`src/rtl/capture_pkg.sv`:
```
// Shared constants for the logic-analyser capture controller: FSM state
// encoding and the channel count.
package capture_pkg;

    // Number of probe channels sampled per strobe.
    localparam int CH_W = 4;

    // FSM state encoding.
    localparam logic [2:0] ST_IDLE = 3'd0;
    localparam logic [2:0] ST_PRE  = 3'd1;
    localparam logic [2:0] ST_WAIT = 3'd2;
    localparam logic [2:0] ST_POST = 3'd3;
    localparam logic [2:0] ST_DONE = 3'd4;

endpackage

```
`src/rtl/capture_ctrl_trig_detect.sv`:
```
// Edge trigger detector: keeps the previous sample and flags a sample on
// which any enabled channel shows an edge of the selected polarity. An
// all-zero mask fires unconditionally so capture proceeds immediately.
module trig_detect
    import capture_pkg::*;
(
    input  logic            clk,
    input  logic            reset,
    input  logic            sample_en_i,
    input  logic [CH_W-1:0] ch_i,
    input  logic [CH_W-1:0] mask_i,
    input  logic [CH_W-1:0] pol_i,
    output logic            fire_o
);

    logic [CH_W-1:0] prev_q;
    logic [CH_W-1:0] rise;
    logic [CH_W-1:0] fall;

    // Previous sample, advanced only on accepted capture samples.
    always_ff @(posedge clk) begin
        // NOTE: sequential state uses non-blocking assignment so every
        // register sees pre-edge values regardless of statement order.
        if (reset) begin
            prev_q <= '0;
        end else if (sample_en_i) begin
            prev_q <= ch_i;
        end
    end

    assign rise   = ~prev_q &  ch_i;
    assign fall   =  prev_q & ~ch_i;
    assign fire_o = (mask_i == '0) || (|(mask_i & ((pol_i & rise) | (~pol_i & fall))));

endmodule

```
`src/rtl/capture_ctrl.sv`:
```
// Capture controller: fills a circular sample buffer with PRE_DEPTH
// pre-trigger samples, waits for an edge trigger, then fills the rest of
// the buffer and holds it until the reader acknowledges.
// Optional feature: define CAPTURE_CTRL_AUTO_TRIG_EN to force a trigger
// after 2^ADDR_W trigger-less WAIT samples (reported on auto_trig).
module capture_ctrl
    import capture_pkg::*;
#(
    parameter int ADDR_W    = 10,
    parameter int PRE_DEPTH = 256
) (
    input  logic              clk,
    input  logic              reset,
    input  logic              smpl_en,
    input  logic              arm,
    input  logic [CH_W-1:0]   ch_in,
    input  logic [CH_W-1:0]   trig_mask,
    input  logic [CH_W-1:0]   trig_pol,
    input  logic              rd_ack,
    output logic              wr_en,
    output logic [ADDR_W-1:0] wr_addr,
    output logic [CH_W-1:0]   wr_data,
    output logic              busy,
    output logic              done,
    output logic [ADDR_W-1:0] trig_addr,
    output logic              auto_trig
);

    localparam int DEPTH  = 1 << ADDR_W;
    localparam int CNT_W  = ADDR_W + 1;
    localparam int POST_N = DEPTH - PRE_DEPTH - 1;
    localparam logic [CNT_W-1:0] PRE_LAST  = CNT_W'(PRE_DEPTH - 1);
    localparam logic [CNT_W-1:0] POST_LAST = CNT_W'(POST_N - 1);

    logic [2:0]        state_q,     state_d;
    logic [ADDR_W-1:0] addr_q,      addr_d;
    logic [CNT_W-1:0]  cnt_q,       cnt_d;
    logic [ADDR_W-1:0] trig_addr_q, trig_addr_d;
    logic              wr_en_q,     wr_en_d;
    logic [ADDR_W-1:0] wr_addr_q,   wr_addr_d;
    logic [CH_W-1:0]   wr_data_q,   wr_data_d;
    logic              busy_q,      busy_d;
    logic              done_q,      done_d;
    logic              capturing;
    logic              sample_en;
    logic              trig_fire;

`ifdef CAPTURE_CTRL_AUTO_TRIG_EN
    localparam logic [CNT_W-1:0] AUTO_LIM = CNT_W'(DEPTH);
    logic auto_q, auto_d;
    logic auto_fire;
    assign auto_fire = (cnt_q == AUTO_LIM);
`endif

    assign capturing = (state_q == ST_PRE) || (state_q == ST_WAIT) || (state_q == ST_POST);
    assign sample_en = smpl_en && capturing;

    trig_detect u_trig_detect (
        .clk         (clk),
        .reset       (reset),
        .sample_en_i (sample_en),
        .ch_i        (ch_in),
        .mask_i      (trig_mask),
        .pol_i       (trig_pol),
        .fire_o      (trig_fire)
    );

    // Next-state, counter and write-port logic.
    always_comb begin
        // NOTE: every signal gets a default first so no path leaves it
        // unassigned, which would otherwise infer a latch.
        state_d     = state_q;
        addr_d      = addr_q;
        cnt_d       = cnt_q;
        trig_addr_d = trig_addr_q;
        wr_en_d     = 1'b0;
        wr_addr_d   = wr_addr_q;
        wr_data_d   = wr_data_q;
`ifdef CAPTURE_CTRL_AUTO_TRIG_EN
        auto_d      = auto_q;
`endif

        // Every accepted sample becomes exactly one buffer write.
        if (sample_en) begin
            wr_en_d   = 1'b1;
            wr_addr_d = addr_q;
            wr_data_d = ch_in;
            addr_d    = addr_q + ADDR_W'(1);
        end

        case (state_q)
            ST_IDLE: begin
                if (arm) begin
                    state_d = ST_PRE;
                    addr_d  = '0;
                    cnt_d   = '0;
`ifdef CAPTURE_CTRL_AUTO_TRIG_EN
                    auto_d  = 1'b0;
`endif
                end
            end
            ST_PRE: begin
                if (smpl_en) begin
                    if (cnt_q == PRE_LAST) begin
                        state_d = ST_WAIT;
                        cnt_d   = '0;
                    end else begin
                        cnt_d = cnt_q + CNT_W'(1);
                    end
                end
            end
            ST_WAIT: begin
                if (smpl_en) begin
`ifdef CAPTURE_CTRL_AUTO_TRIG_EN
                    if (trig_fire || auto_fire) begin
                        state_d     = ST_POST;
                        trig_addr_d = addr_q;
                        cnt_d       = '0;
                        auto_d      = !trig_fire;
                    end else begin
                        cnt_d = cnt_q + CNT_W'(1);
                    end
`else
                    if (trig_fire) begin
                        state_d     = ST_POST;
                        trig_addr_d = addr_q;
                        cnt_d       = '0;
                    end
`endif
                end
            end
            ST_POST: begin
                if (smpl_en) begin
                    if (cnt_q == POST_LAST) begin
                        state_d = ST_DONE;
                        cnt_d   = '0;
                    end else begin
                        cnt_d = cnt_q + CNT_W'(1);
                    end
                end
            end
            ST_DONE: begin
                if (rd_ack) begin
                    state_d = ST_IDLE;
                end
            end
            default: state_d = ST_IDLE;
        endcase

        busy_d = (state_d == ST_PRE) || (state_d == ST_WAIT) || (state_d == ST_POST);
        done_d = (state_d == ST_DONE);
    end

    // State and output registers; reset wins over every other input.
    always_ff @(posedge clk) begin
        if (reset) begin
            state_q     <= ST_IDLE;
            addr_q      <= '0;
            cnt_q       <= '0;
            trig_addr_q <= '0;
            wr_en_q     <= 1'b0;
            wr_addr_q   <= '0;
            wr_data_q   <= '0;
            busy_q      <= 1'b0;
            done_q      <= 1'b0;
`ifdef CAPTURE_CTRL_AUTO_TRIG_EN
            auto_q      <= 1'b0;
`endif
        end else begin
            state_q     <= state_d;
            addr_q      <= addr_d;
            cnt_q       <= cnt_d;
            trig_addr_q <= trig_addr_d;
            wr_en_q     <= wr_en_d;
            wr_addr_q   <= wr_addr_d;
            wr_data_q   <= wr_data_d;
            busy_q      <= busy_d;
            done_q      <= done_d;
`ifdef CAPTURE_CTRL_AUTO_TRIG_EN
            auto_q      <= auto_d;
`endif
        end
    end

    assign wr_en     = wr_en_q;
    assign wr_addr   = wr_addr_q;
    assign wr_data   = wr_data_q;
    assign busy      = busy_q;
    assign done      = done_q;
    assign trig_addr = trig_addr_q;
`ifdef CAPTURE_CTRL_AUTO_TRIG_EN
    assign auto_trig = auto_q;
`else
    assign auto_trig = 1'b0;
`endif

endmodule
```
`config.mk`:
```
export PLATFORM = sky130hd
export DESIGN_NAME = capture_ctrl
export DESIGN_NICKNAME = d
export VERILOG_FILES = /design/src/rtl/capture_pkg.sv /design/src/rtl/capture_ctrl_trig_detect.sv /design/src/rtl/capture_ctrl.sv
export SDC_FILE = /design/constraint.sdc
export NUM_CORES = 1
export LEC_CHECK = 0
export ABC_AREA = 1
export CORE_MARGIN = 2
export CORE_UTILIZATION = 45
export DETAILED_ROUTE_END_ITERATION = 12
export MAX_ROUTING_LAYER = met4
export PLACE_DENSITY = 0.7
export SLEW_MARGIN = 30
export SYNTH_ARGS = -nofsm -noshare
export SYNTH_HDL_FRONTEND = slang
export SYNTH_SLANG_ARGS = --single-unit
```
`constraint.sdc`:
```
create_clock -name clk -period 1.8 [get_ports clk]
set_input_delay 0.36 -clock clk [delete_from_list [all_inputs] [get_ports clk]]
set_output_delay 0.36 -clock clk [all_outputs]
set_load 0.05 [all_outputs]
```
==> flow_summary.ini <==
[run_status]
outcome = finished, final reports clean

[cells_and_area]
fillers = 522
finalCoreUtilization = 0.578
synthToLayoutAreaGrowth_pct = 24.1
diodes = 0
layoutNonFillerInstCount = 499
final_net_count = 446
design_area_um2 = 3160
area.sequential_um2 = 1020
final_layout_size_suffix_gt1_frac = 0.171
multi_input_comb_area_um2 = 1250

[synthesis]
synth_top_area_cell = dfxtp_1
synth_warnings = 0
number_of_nets_produced_by_synthesis = 389
ys_seq_elements = 51
netlist_top_cells_count = 74 x nand2_1, 51 x dfxtp_1, 44 x inv_1
avgSynthCellArea_um2 = 6.90
ys_dominant_reg_cell = dfxtp_1
ys_types = 31
async_reset_ff_frac = 0
synthMostInstantiatedCell = nand2_1
synth_enable_flop_cells = 0
synth-seq-area-share = 0.401
synth.cell_area_um2 = 2550
synthDominantCellAreaShare = 0.401
netlist_instances = 369
synth_area_leaders = dfxtp_1 40%, nand2_1 11%, nand3_1 7.3%

[placement]
dpl.hpwl_um = 4830
gp_congestion = 0.924
detailed_place.area_um2 = 3070
port_buffers = 43
post-place-ws_ps = -98.8
dp_cells = 491

[sta]
final.min_clock_period_ps = 1620
final_min_period_over_clock_period = 0.902
maxClockFrequency_mhz = 616
finalHoldViolCount = 0
report.final.slew_viol_count = 0
worst_hold_check_slack_ps = 467
clock-skew-final_ps = 4.71
rsz0062_at_grt = false
setup-violations-final = 0
postLayoutSetupSlackWorst_ps = 176

[job]
timing.max_cap.violations = 0

[global_routing]
grt_usage = 0.223
grt_start_max_net_pins = 24
number_of_antenna_violations_at_the_first_check_in_global_routing = 0
grt_remaining_overflow = 0
grt_pass1_vias = 2464
grt_first_pass_wirelength_um = 10900

[clock_network]
cts_htree_levels = 2
tritoncts_clock_tree = built
worst_skew_pair.late_latency_ps = 310
clock_sinks = 51
buffers_from_clock_root_to_sink_at_most = 2
clk_pin_slew_worst_paths_ps = 100
root_buffer = clkbuf_8
cts_setup_buffers = 0
tritoncts.num_buffers = 5

[power_and_ir_drop]
power_per_cell_area_nw_per_um2 = 716
vdd.ir_drop.worst_v = 0.000551
power.static_leakage_uw = 0.00135

[hold_path]
min-delay-path-class = reg2reg

[route]
final_wl_um = 6340
post-route-drc-count = 0
ant_nets = 0
routed_via_density = 5.00
initial_drt_pass_iterations = 4
detailroute.via_count = 2493
detail_route.wl_per_cell_um = 12.7
drt_iter0_markers = 132

[worst_setup_path]
timing.setup.critical_path_class = reg2reg
cp-end-kind = flop
required_ps = 2020
worstPathMaxFanout = 6
critPathLaunchType = flop
timing.critical_path.arrival_ps = 1840

[die]
design.die.area_um2 = 6280
core_area_um2 = 5470
top_level_ports = 45
initial_utilization = 0.465
chipWidth_um = 79.2
die_h_um = 79.2
placementRows = 27
-- flip-flops by register name (all words and copies together), names as in the netlist --
signal,cells
trig_addr,10
cnt_q,11
wr_data,4
wr_addr,10
busy,1
state_q,3
done,1
addr_q,10
wr_en,1
-- metrics by stage --
stage | total power [uW] | TNS (ps)
floorplan | 1460 | 0
global placement | 1590 | -812
detailed placement | 1600 | -1390
CTS | 2280 | 0
global route | 2380 | 0
finish | 2260 | 0
-- path summary, 6_finish.rpt --
path	endpoint	slack [ps]	cells past startpoint	start
worst min-delay path	trig_addr[1]	470	2	trig_addr[1]
worst min register to register	trig_addr[1]	470	2	trig_addr[1]
worst max register to register	busy	180	12	cnt_q[0]
worst max-delay path	busy	180	12	cnt_q[0]
-- final cells by class --
class,instances,share of cell area
Multi-Input combinational cell,256,0.396
Sequential cell,51,0.323
Timing Repair Buffer,65,0.167
Inverter,47,0.0566
Tap cell,72,0.0285
Clock buffer,6,0.0230
Clock inverter,2,0.00515
-- cells by family after synthesis --
kind of cell / synth area share
simple gates: 0.327
compound gates: 0.130
buf+inv: 0.108
flops: 0.401
xor+xnor: 0.0172
fa+ha+maj: 0.0147
other cells: 0.00147
-- worst max-delay path, cell delays in order (launching register included) --
cell	delay, ps
dfxtp_1	330
buf_4	150
inv_1	80
ha_1	190
nand2_1	80
nor3_1	160
nand3_1	100
nand2_1	100
nand2_1	70
nor2_2	100
nand3_1	80
nand2_1	60
inv_1	40
-- routing by layer --
layer,GRT usage,up-vias,part of all wire
li1,-,1302,-
met1,0.263,1134,0.45
met2,0.387,46,0.50
met3,0.0477,11,0.031
met4,0.0552,0,0.014
met5,-,-,0
-- where the power goes --
group / internal (uW) / total, uW / leakage (uW) / switching, uW
Sequential: 1160 / 1190 / 0.000414 / 29.4
Combinational: 144 / 382 / 0.000898 / 237
Clock: 280 / 690 / 0.0000418 / 410
-- what timing repair did --
action | CTS | global route
hold buffers | 0 | 0
gates resized for setup | 0 | 2
endpoints found under the setup margin | 0 | 3
endpoints found under the hold margin | 0 | 0
-- cells in the final DEF, fill, tap and decap left out, types with 2 or more instances in the layout --
| master | n |
|---|---|
| o21ai_1 | 2 |
| nand4_1 | 9 |
| a21oi_1 | 36 |
| buf_4 | 49 |
| nand3_1 | 37 |
| nor3_1 | 10 |
| nand3_2 | 2 |
| nor2_2 | 6 |
| nand3b_1 | 3 |
| nand2_1 | 74 |
| o21bai_1 | 4 |
| nand2_2 | 4 |
| dfxtp_1 | 50 |
| o21ai_0 | 16 |
| ha_1 | 3 |
| nor2_1 | 38 |
| inv_1 | 44 |
| xor2_1 | 5 |
| clkbuf_8 | 5 |
| clkdlybuf4s50_1 | 16 |
Power figures use the tool's default switching activity.
